[src/rtl/pow_n_pkg.sv]
// Shared types and default widths for the multi-cycle power unit.
package pow_n_pkg;

    localparam int W_DEF  = 8;
    localparam int EW_DEF = 4;

    typedef enum logic [1:0] {
        IDLE,
        BUSY,
        DONE
    } state_t;

endpackage

[src/rtl/pow_n_mul.sv]
// Purpose: combinational w x w multiply, truncated product plus upper-half-nonzero flag.
// Latency: zero cycles (pure combinational).
// Backpressure: none; outputs follow inputs.
module pow_n_mul #(
    parameter int w = 8
) (
    input  logic [w-1:0] a,
    input  logic [w-1:0] b,
    output logic [w-1:0] prod,
    output logic         hi_nz
);

    logic [2*w-1:0] full;

    assign full  = {{w{1'b0}}, a} * {{w{1'b0}}, b};
    assign prod  = full[w-1:0];
    assign hi_nz = |full[2*w-1:w];

endmodule

[src/rtl/pow_n_multi_cycle.sv]
// Purpose: n**e mod 2**w by repeated multiply; res_ovf port exists only under POW_N_OVF_EN.
// Latency: e+1 enabled edges from accept to res_vld; one multiply step per enabled edge.
// Backpressure: result held in DONE until res_rdy; n_rdy only in IDLE, no accept on the take edge.
module pow_n_multi_cycle
    import pow_n_pkg::*;
#(
    parameter int w  = W_DEF,
    parameter int ew = EW_DEF
) (
    input  logic          clk,
    input  logic          rst,
    input  logic          clk_en,
    input  logic          n_vld,
    output logic          n_rdy,
    input  logic [w-1:0]  n,
    input  logic [ew-1:0] e,
    output logic          res_vld,
    input  logic          res_rdy,
    output logic [w-1:0]  res
`ifdef POW_N_OVF_EN
    ,
    output logic          res_ovf
`endif
);

    state_t        state;
    state_t        state_nxt;
    logic [w-1:0]  acc;
    logic [ew-1:0] cnt;
    logic [w-1:0]  n_latched;
    logic          accept;
    logic          step;
    logic [w-1:0]  prod;
    logic          hi_nz;

    pow_n_mul #(.w(w)) u_mul (
        .a     (acc),
        .b     (n_latched),
        .prod  (prod),
        .hi_nz (hi_nz)
    );

    always_ff @(posedge clk) begin
        if (rst) begin
            state <= IDLE;
        end else begin
            state <= state_nxt;
        end
    end

    // clk_en gates every transition, so handshakes are invisible while it is low.
    always_comb begin
        state_nxt = state;
        accept    = 1'b0;
        step      = 1'b0;
        n_rdy     = (state == IDLE);
        res_vld   = (state == DONE);
        if (clk_en) begin
            case (state)
                IDLE: begin
                    if (n_vld) begin
                        accept    = 1'b1;
                        state_nxt = BUSY;
                    end
                end
                BUSY: begin
                    if (cnt != '0) begin
                        step = 1'b1;
                    end else begin
                        state_nxt = DONE;
                    end
                end
                DONE: begin
                    if (res_rdy) begin
                        state_nxt = IDLE;
                    end
                end
                default: state_nxt = IDLE;
            endcase
        end
    end

    always_ff @(posedge clk) begin
        if (rst) begin
            acc       <= w'(1);
            cnt       <= '0;
            n_latched <= '0;
        end else if (accept) begin
            acc       <= w'(1);
            cnt       <= e;
            n_latched <= n;
        end else if (step) begin
            acc <= prod;
            cnt <= cnt - ew'(1);
        end
    end

    assign res = acc;

`ifdef POW_N_OVF_EN
    logic ovf;

    // Sticky across the whole operation; any step that lost upper bits marks it.
    always_ff @(posedge clk) begin
        if (rst) begin
            ovf <= 1'b0;
        end else if (accept) begin
            ovf <= 1'b0;
        end else if (step && hi_nz) begin
            ovf <= 1'b1;
        end
    end

    assign res_ovf = ovf;
`else
    logic unused_hi_nz;
    assign unused_hi_nz = hi_nz;
`endif

endmodule

[config.mk]
export PLATFORM = sky130hd
export DESIGN_NAME = pow_n_multi_cycle
export DESIGN_NICKNAME = d
export VERILOG_FILES = /design/src/rtl/pow_n_pkg.sv /design/src/rtl/pow_n_mul.sv /design/src/rtl/pow_n_multi_cycle.sv
export SDC_FILE = /design/constraint.sdc
export NUM_CORES = 1
export LEC_CHECK = 0
export ABC_AREA = 1
export CORE_MARGIN = 2
export CORE_UTILIZATION = 56
export DETAILED_ROUTE_END_ITERATION = 7
export MAX_ROUTING_LAYER = met4
export PLACE_DENSITY_LB_ADDON = 0.05
export SYNTH_ARGS = -nofsm -noshare
export SYNTH_HDL_FRONTEND = slang
export SYNTH_SLANG_ARGS = --single-unit
[constraint.sdc]
create_clock -name clk -period 4.53 [get_ports clk]
set_input_delay 0.453 -clock clk [delete_from_list [all_inputs] [get_ports clk]]
set_output_delay 0.453 -clock clk [all_outputs]
set_load 0.02 [all_outputs]
==> results.ini, run 1 <==
[yosys]
ys_types = 32
synthXorXnorAreaFrac_pct = 1.303
synthMuxAreaShare_pct = 0
syn_nets = 340
synthCells = 294
ys_seq_elements = 22
syn_area_per_cell_um2 = 6.860
synth_compound_area_share_pct = 11.29
synth_top_family_by_area = simple AND/OR/NAND/NOR gates
yosys.area_share.simple_pct = 26.80
yosys_warnings = 0
synth_fa_ha_area_share_pct = 22.46
syn-cell-area_um2 = 2017
synth_edf_count = 0
ys.flop_type = dfxtp_1
yosysSeqAreaShare_pct = 21.84
ys_async_sr_fraction_pct = 0

[global_routing]
grt_max_degree = 20
antenna_found_initial = 0
grt_pass1_vias = 1791
grt_use_total_pct = 24.48
grt_pass1_wl_um = 7679
gr-total-overflow = 0

[timing]
slew_violations = 0
min_period_over_period_pct = 84.43
layout_min_cycle_time_ns = 3.825
finalHoldViolCount = 0
worst_pin_slew_ns = 0.4323
hold_slack_ns = 0.4935
max-slew-margin-rel_pct = 71.09
setup_viol = 0
rsz0062_at_grt = no
tns_ns = 0
skew_ns = 0.002168
max_freq_ghz = 0.2615

[cts]
ctsResizeCount = 0
clockBufferDepth = 2
cts_hold_buf = 0
clk_latency_ns = 0.33
cts_buffers = 3
postCtsSetupBuffers = 0
cts.sinks = 22
cts_tree = done
root_buffer = clkbuf_4
clk_pin_slew_ns = 0.14
htree_levels = 1

[placed_design]
numPortBuffers = 26
dp_hpwl_um = 3204
place.gp.congestion = 0.8295

[routing]
vias = 1774
drc = 0
first_pass_iters = 4
via_per_inst = 4.914
wl_um = 3983
routedWlPerCell_um = 11.03
final_antenna_net_count = 0
drt_iter0_drc = 48

[worst_setup_path]
worstSetupPathType = reg -> reg
crit_slowest_cell = fa_1
worst_r2r_path_depth = 21
crit_top_cell = nand2_1
path_cells = nand2_1, fa_1, inv_1, ha_1, inv_1, fa_1, fa_1, inv_1, ha_1, nand2_1, nand2_1, nor2_1, inv_1, nand2_1, nand2_1, nand2_1, nand2_1, nand2_1, nand2_1, nor2_1, nor2_1
start_kind = register
crit_family = adder cells
cp.arrival_ns = 4.07
cp.depth = 21
slowest_delay_ns = 0.55
required_ns = 4.77
critPathMaxFanout = 8
cp_num_buf_inv = 4
cp-end-kind = register

[floorplan]
io_pins = 27
start_util_pct = 59.51
core_area_um2 = 3390
fp.dieArea_um2 = 4098
die_x_um = 64.02
rows = 21
die_y_um = 64.02

[final_layout]
fin_nets = 362
drive_gt1_share_pct = 7.619
layout_common_cells = 92 x nand2_1, 64 x inv_1, 26 x clkdlybuf4s50_1
fill_cells = 318
multi_input_area_um2 = 1247
diodes = 0
seq_area_um2 = 440.4
layout_commonest_cell = nand2_1
area_growth_pct = 14.76

[power]
leakage_uw = 0.001261
power_frac_comb_pct = 19.3
power_density_nw_per_um2 = 201.3
p_sw_uw = 132.1
internal-power_uw = 333.8
clkPwrFrac_pct = 34.1
seq_power_share_pct = 46.5
p_sw_share_pct = 28.36
peakVddDrop_mv = 0.1651

[min_path]
holdPathStages = 2
hold_path.class = reg -> reg

[run_status]
status = finished clean

[run]
drv_cap = 0

==> stage by stage <==
step / util, % / total power, µW / cell area [µm²] / std cells / setup WS, ns
6_report: 68.29 / 465.9 / 2315 / 361 / 0.7054
2_1_floorplan: - / 281.3 / 2017 / 294 / 0.8412
3_5_place_dp: 66.74 / 311.8 / 2262 / 357 / 0.7341
4_1_cts: 68.29 / 473.7 / 2315 / 361 / 0.6978
3_3_place_gp: 66.74 / 310.1 / 2262 / 357 / 0.8147
5_1_grt: 68.29 / 490.1 / 2315 / 361 / 0.3357
==> registers in the layout (all words and copies together), names as in the netlist <==
name       flops
cnt            4
n_latched      8
res            8
state          2
==> worst reg2reg max path, cell delays in order, from the launching register on <==
cell and delay, ns:
dfxtp_1 0.51, nand2_1 0.13, fa_1 0.54, inv_1 0.04, ha_1 0.26, inv_1 0.06
fa_1 0.51, fa_1 0.55, inv_1 0.04, ha_1 0.33, nand2_1 0.07, nand2_1 0.05
nor2_1 0.14, inv_1 0.05, nand2_1 0.08, nand2_1 0.05, nand2_1 0.05, nand2_1 0.06
nand2_1 0.05, nand2_1 0.04, nor2_1 0.08, nor2_1 0.04
==> final timing paths <==
check,from,to,slack (ns)
worst min register to register,cnt[1],cnt[1],0.49
worst max-delay path,res[2],res[7],0.71
worst min-delay path,cnt[1],cnt[1],0.49
worst max register to register,res[2],res[7],0.71
==> synthesized netlist by cell type (2+ instances only) <==
master / n / area [µm²]
a21oi_1: 15 / 75.07
o21ai_0: 7 / 35.03
ha_1: 17 / 212.7
xor2_1: 2 / 17.52
nand2_1: 92 / 345.3
nand2_2: 5 / 31.28
a21oi_2: 5 / 43.79
buf_2: 3 / 15.01
nor2_1: 10 / 37.54
buf_4: 3 / 22.52
nand3_1: 16 / 80.08
o21ai_2: 2 / 17.52
fa_1: 12 / 240.2
inv_1: 64 / 240.2
a31oi_1: 2 / 12.51
dfxtp_1: 22 / 440.4
inv_2: 2 / 7.510
==> final cells by class <==
class	instances	share of cell area, %
flip-flops and latches	22	19.03
clock inverters	1	1.297
repair buffers	26	11.24
multi-input cells	196	53.89
clock buffers	3	0.9730
inverters	67	11.08
well taps	46	2.486
==> power groups by stage <==
stage | logic [µW] | clock network (µW) | registers [µW]
global route | 103 | 168 | 219
detailed placement | 90.7 | 0 | 221
CTS | 91.3 | 166 | 217
finish | 90.1 | 159 | 217
global placement | 89.1 | 0 | 221
floorplan | 65.2 | 0 | 216
==> kinds of logic (layout without fill, tap and decap cells) <==
| group | Yosys count | after routing |
|---|---|---|
| buffers and inverters | 76 | 97 |
| XOR/XNOR | 3 | 3 |
| adder cells (fa/ha/maj) | 29 | 29 |
| AND/OR/NAND/NOR | 128 | 128 |
| AO/OA/AOI/OAI | 36 | 36 |
| flip-flops | 22 | 22 |
==> routing by layer <==
layer	routed length, µm	part of all wire [%]	GRT usage (%)
met1	1842	46	27.28
met2	1994	50	44.66
met5	0	0	-
met3	112	2.8	4.577
met4	34	0.85	6.250
No activity file was read; power rests on OpenSTA's default activity.
==> run 2: changes to the inputs <==
--- a/config.mk
+++ b/config.mk
@@ -7,7 +7,7 @@
 export LEC_CHECK = 0
 export ABC_AREA = 1
 export CORE_MARGIN = 2
-export CORE_UTILIZATION = 56
+export CORE_UTILIZATION = 50
 export DETAILED_ROUTE_END_ITERATION = 7
 export MAX_ROUTING_LAYER = met4
 export PLACE_DENSITY_LB_ADDON = 0.05
==> constraint.sdc (replaced) <==
create_clock -name clk -period 3.5 [get_ports clk]
set_input_delay 0.35 -clock clk [delete_from_list [all_inputs] [get_ports clk]]
set_output_delay 0.35 -clock clk [all_outputs]
set_load 0.02 [all_outputs]
==> run 2 against run 1 <==
Critical path depth increased by 3. First-iteration DRC count up 6.3%. Sequential power grew 27%. Critical path type unchanged. Largest cell class unchanged.
==> results.ini, run 2 (synthesized netlist as in run 1, its figures left out) <==
[run_status]
status = finished clean

[final_layout]
seq_area_um2 = 459.2  ; +4.3%
diodes = 0  ; unchanged
fill_cells = 394  ; +24%
area_growth_pct = 23.08
multi_input_area_um2 = 1280  ; +2.6%
layout_common_cells = 90 x nand2_1, 59 x inv_1, 26 x clkdlybuf4s50_1
design_area_um2 = 2482  ; +7.2%
layout_commonest_cell = nand2_1
drive_gt1_share_pct = 16.46  ; +8.8 points
fin_nets = 375  ; +3.6%

[run]
drv_cap = 0  ; unchanged

[placed_design]
dp_slack_ns = -0.06029  ; -0.7944 ns
numPortBuffers = 26  ; unchanged
place.gp.congestion = 0.8333  ; +0.46%
place_area_um2 = 2387  ; +5.5%
dp_hpwl_um = 3387  ; +5.7%

[floorplan]
start_util_pct = 51.16  ; -8.3 points
core_area_um2 = 3943  ; +16%
io_pins = 27  ; unchanged
fp.dieArea_um2 = 4558  ; +11%
rows = 23  ; +9.5%
die_y_um = 67.51  ; +5.5%
die_x_um = 67.51  ; +5.5%

[routing]
via_per_inst = 4.733  ; -3.7%
vias = 1789  ; +0.85%
wl_um = 4176  ; +4.8%
drc = 0  ; unchanged
final_antenna_net_count = 0  ; unchanged
drt_iter0_drc = 51  ; +6.3%
routedWlPerCell_um = 11.05  ; +0.13%
first_pass_iters = 4  ; unchanged

[min_path]
hold_path.class = reg -> reg
hold_path_startpoint = n_latched[7]

[timing]
layout_min_cycle_time_ns = 3.467  ; -0.3575 ns
max-slew-margin-rel_pct = 70.07  ; -1.0 points
setup_slack_ns = 0.03292  ; -0.6725 ns
setup_viol = 0  ; unchanged
worst_pin_slew_ns = 0.4475  ; +0.01519 ns
tns_ns = 0  ; unchanged
rsz0062_at_grt = yes
slew_violations = 0  ; unchanged
skew_ns = 0.0006726  ; -0.001496 ns
max_freq_ghz = 0.2884  ; +10%
finalHoldViolCount = 0  ; unchanged
min_period_over_period_pct = 99.06  ; +15 points

[power]
seq_power_share_pct = 44.3  ; -2.2 points
internal-power_uw = 446.0  ; +34%
peakVddDrop_mv = 0.2308  ; +40%
p_sw_share_pct = 28.38  ; about the same
clkPwrFrac_pct = 34.9  ; +0.8 points
power_frac_comb_pct = 20.8  ; +1.5 points
power_density_nw_per_um2 = 250.8  ; +25%
leakage_uw = 0.001327  ; +5.2%
p_sw_uw = 176.7  ; +34%

[global_routing]
gr-total-overflow = 0  ; unchanged
grt_use_total_pct = 20.83  ; -3.7 points
grt_pass1_wl_um = 6982  ; -9.1%
grt_max_degree = 20  ; unchanged
antenna_found_initial = 0  ; unchanged
grt_pass1_vias = 1543  ; -14%

[worst_setup_path]
worstSetupPathType = reg -> reg
critPathMaxFanout = 5  ; -3
worstReg2RegStart = res[2]
cp.arrival_ns = 3.64  ; -0.43 ns
required_ns = 3.67  ; -1.10 ns
start_kind = register
cp-end-kind = register
worstSetupStartpoint = res[2]

[cts]
cts_buffers = 3  ; unchanged
root_buffer = clkbuf_8
clockBufferDepth = 2  ; unchanged
clk_latency_ns = 0.27  ; -0.06 ns
htree_levels = 1  ; unchanged
cts.sinks = 22  ; unchanged
clk_pin_slew_ns = 0.09  ; -0.05 ns
cts_tree = done

==> run 2: area by class of cell <==
class                   count  share of cell area (%)
multi-input cells         196                   51.56
flip-flops and latches     22                   18.50
repair buffers             39                   14.42
inverters                  67                   10.33
clock buffers               4                   2.671
well taps                  50                   2.520
==> run 2: routing by layer <==
layer  routed length [µm]  track usage, %  part of all wire [%]
met1                 1978           26.99                    47
met2                 2090           34.80                    50
met3                   88           3.000                   2.1
met4                   19           3.827                  0.45
met5                    0               -                     0
==> run 2: final timing paths <==
path / slack, ns / cells after the start / end
worst max register to register: 0.03 / 24 / res[7]
worst min register to register: 0.49 / 2 / n_latched[7]
worst max-delay path: 0.03 / 24 / res[7]
worst min-delay path: 0.49 / 2 / n_latched[7]
==> run 2: power groups by stage <==
stage	clock network, µW	logic (µW)	registers (µW)
after global routing	231	146	278
after CTS	221	131	276
after global placement	0	129	282
final	217	130	276
after floorplan	0	85.4	279
after detailed placement	0	129	282
==> run 2: worst max-delay path: stages, from the launching register on <==
cell and delay (ns):
dfxtp_2 0.37, buf_4 0.14, nand2_1 0.05, inv_1 0.06, fa_1 0.17, inv_1 0.06
fa_1 0.53, inv_1 0.04, ha_1 0.26, inv_1 0.05, fa_1 0.53, inv_1 0.04
ha_1 0.31, nand2_1 0.07, nor2_1 0.04, nor2_1 0.12, inv_1 0.05, nand2_1 0.08
nand2_1 0.05, nand2_1 0.05, nand2_1 0.06, nand2_1 0.05, nand2_1 0.04, nor2_1 0.08
nor2_1 0.04
==> run 2: repair_timing <==
action,4_1_cts,5_1_grt
setup endpoints to repair,1,2
hold buffers,0,0
buffers inserted,0,0
resized for setup,10,3
pin swaps,11,2
==> run 2: per-stage QoR <==
| step | instances | hold slack (ns) | power [µW] | util, % |
|---|---|---|---|---|
| after floorplan | 294 | 0.4194 | 364.5 | - |
| after global placement | 374 | 0.4726 | 411.1 | 60.55 |
| after detailed placement | 374 | 0.4757 | 411.8 | 60.55 |
| after CTS | 378 | 0.4894 | 628.6 | 62.90 |
| after global routing | 378 | 0.5238 | 655.3 | 62.96 |
| final | 378 | 0.4878 | 622.7 | 62.96 |
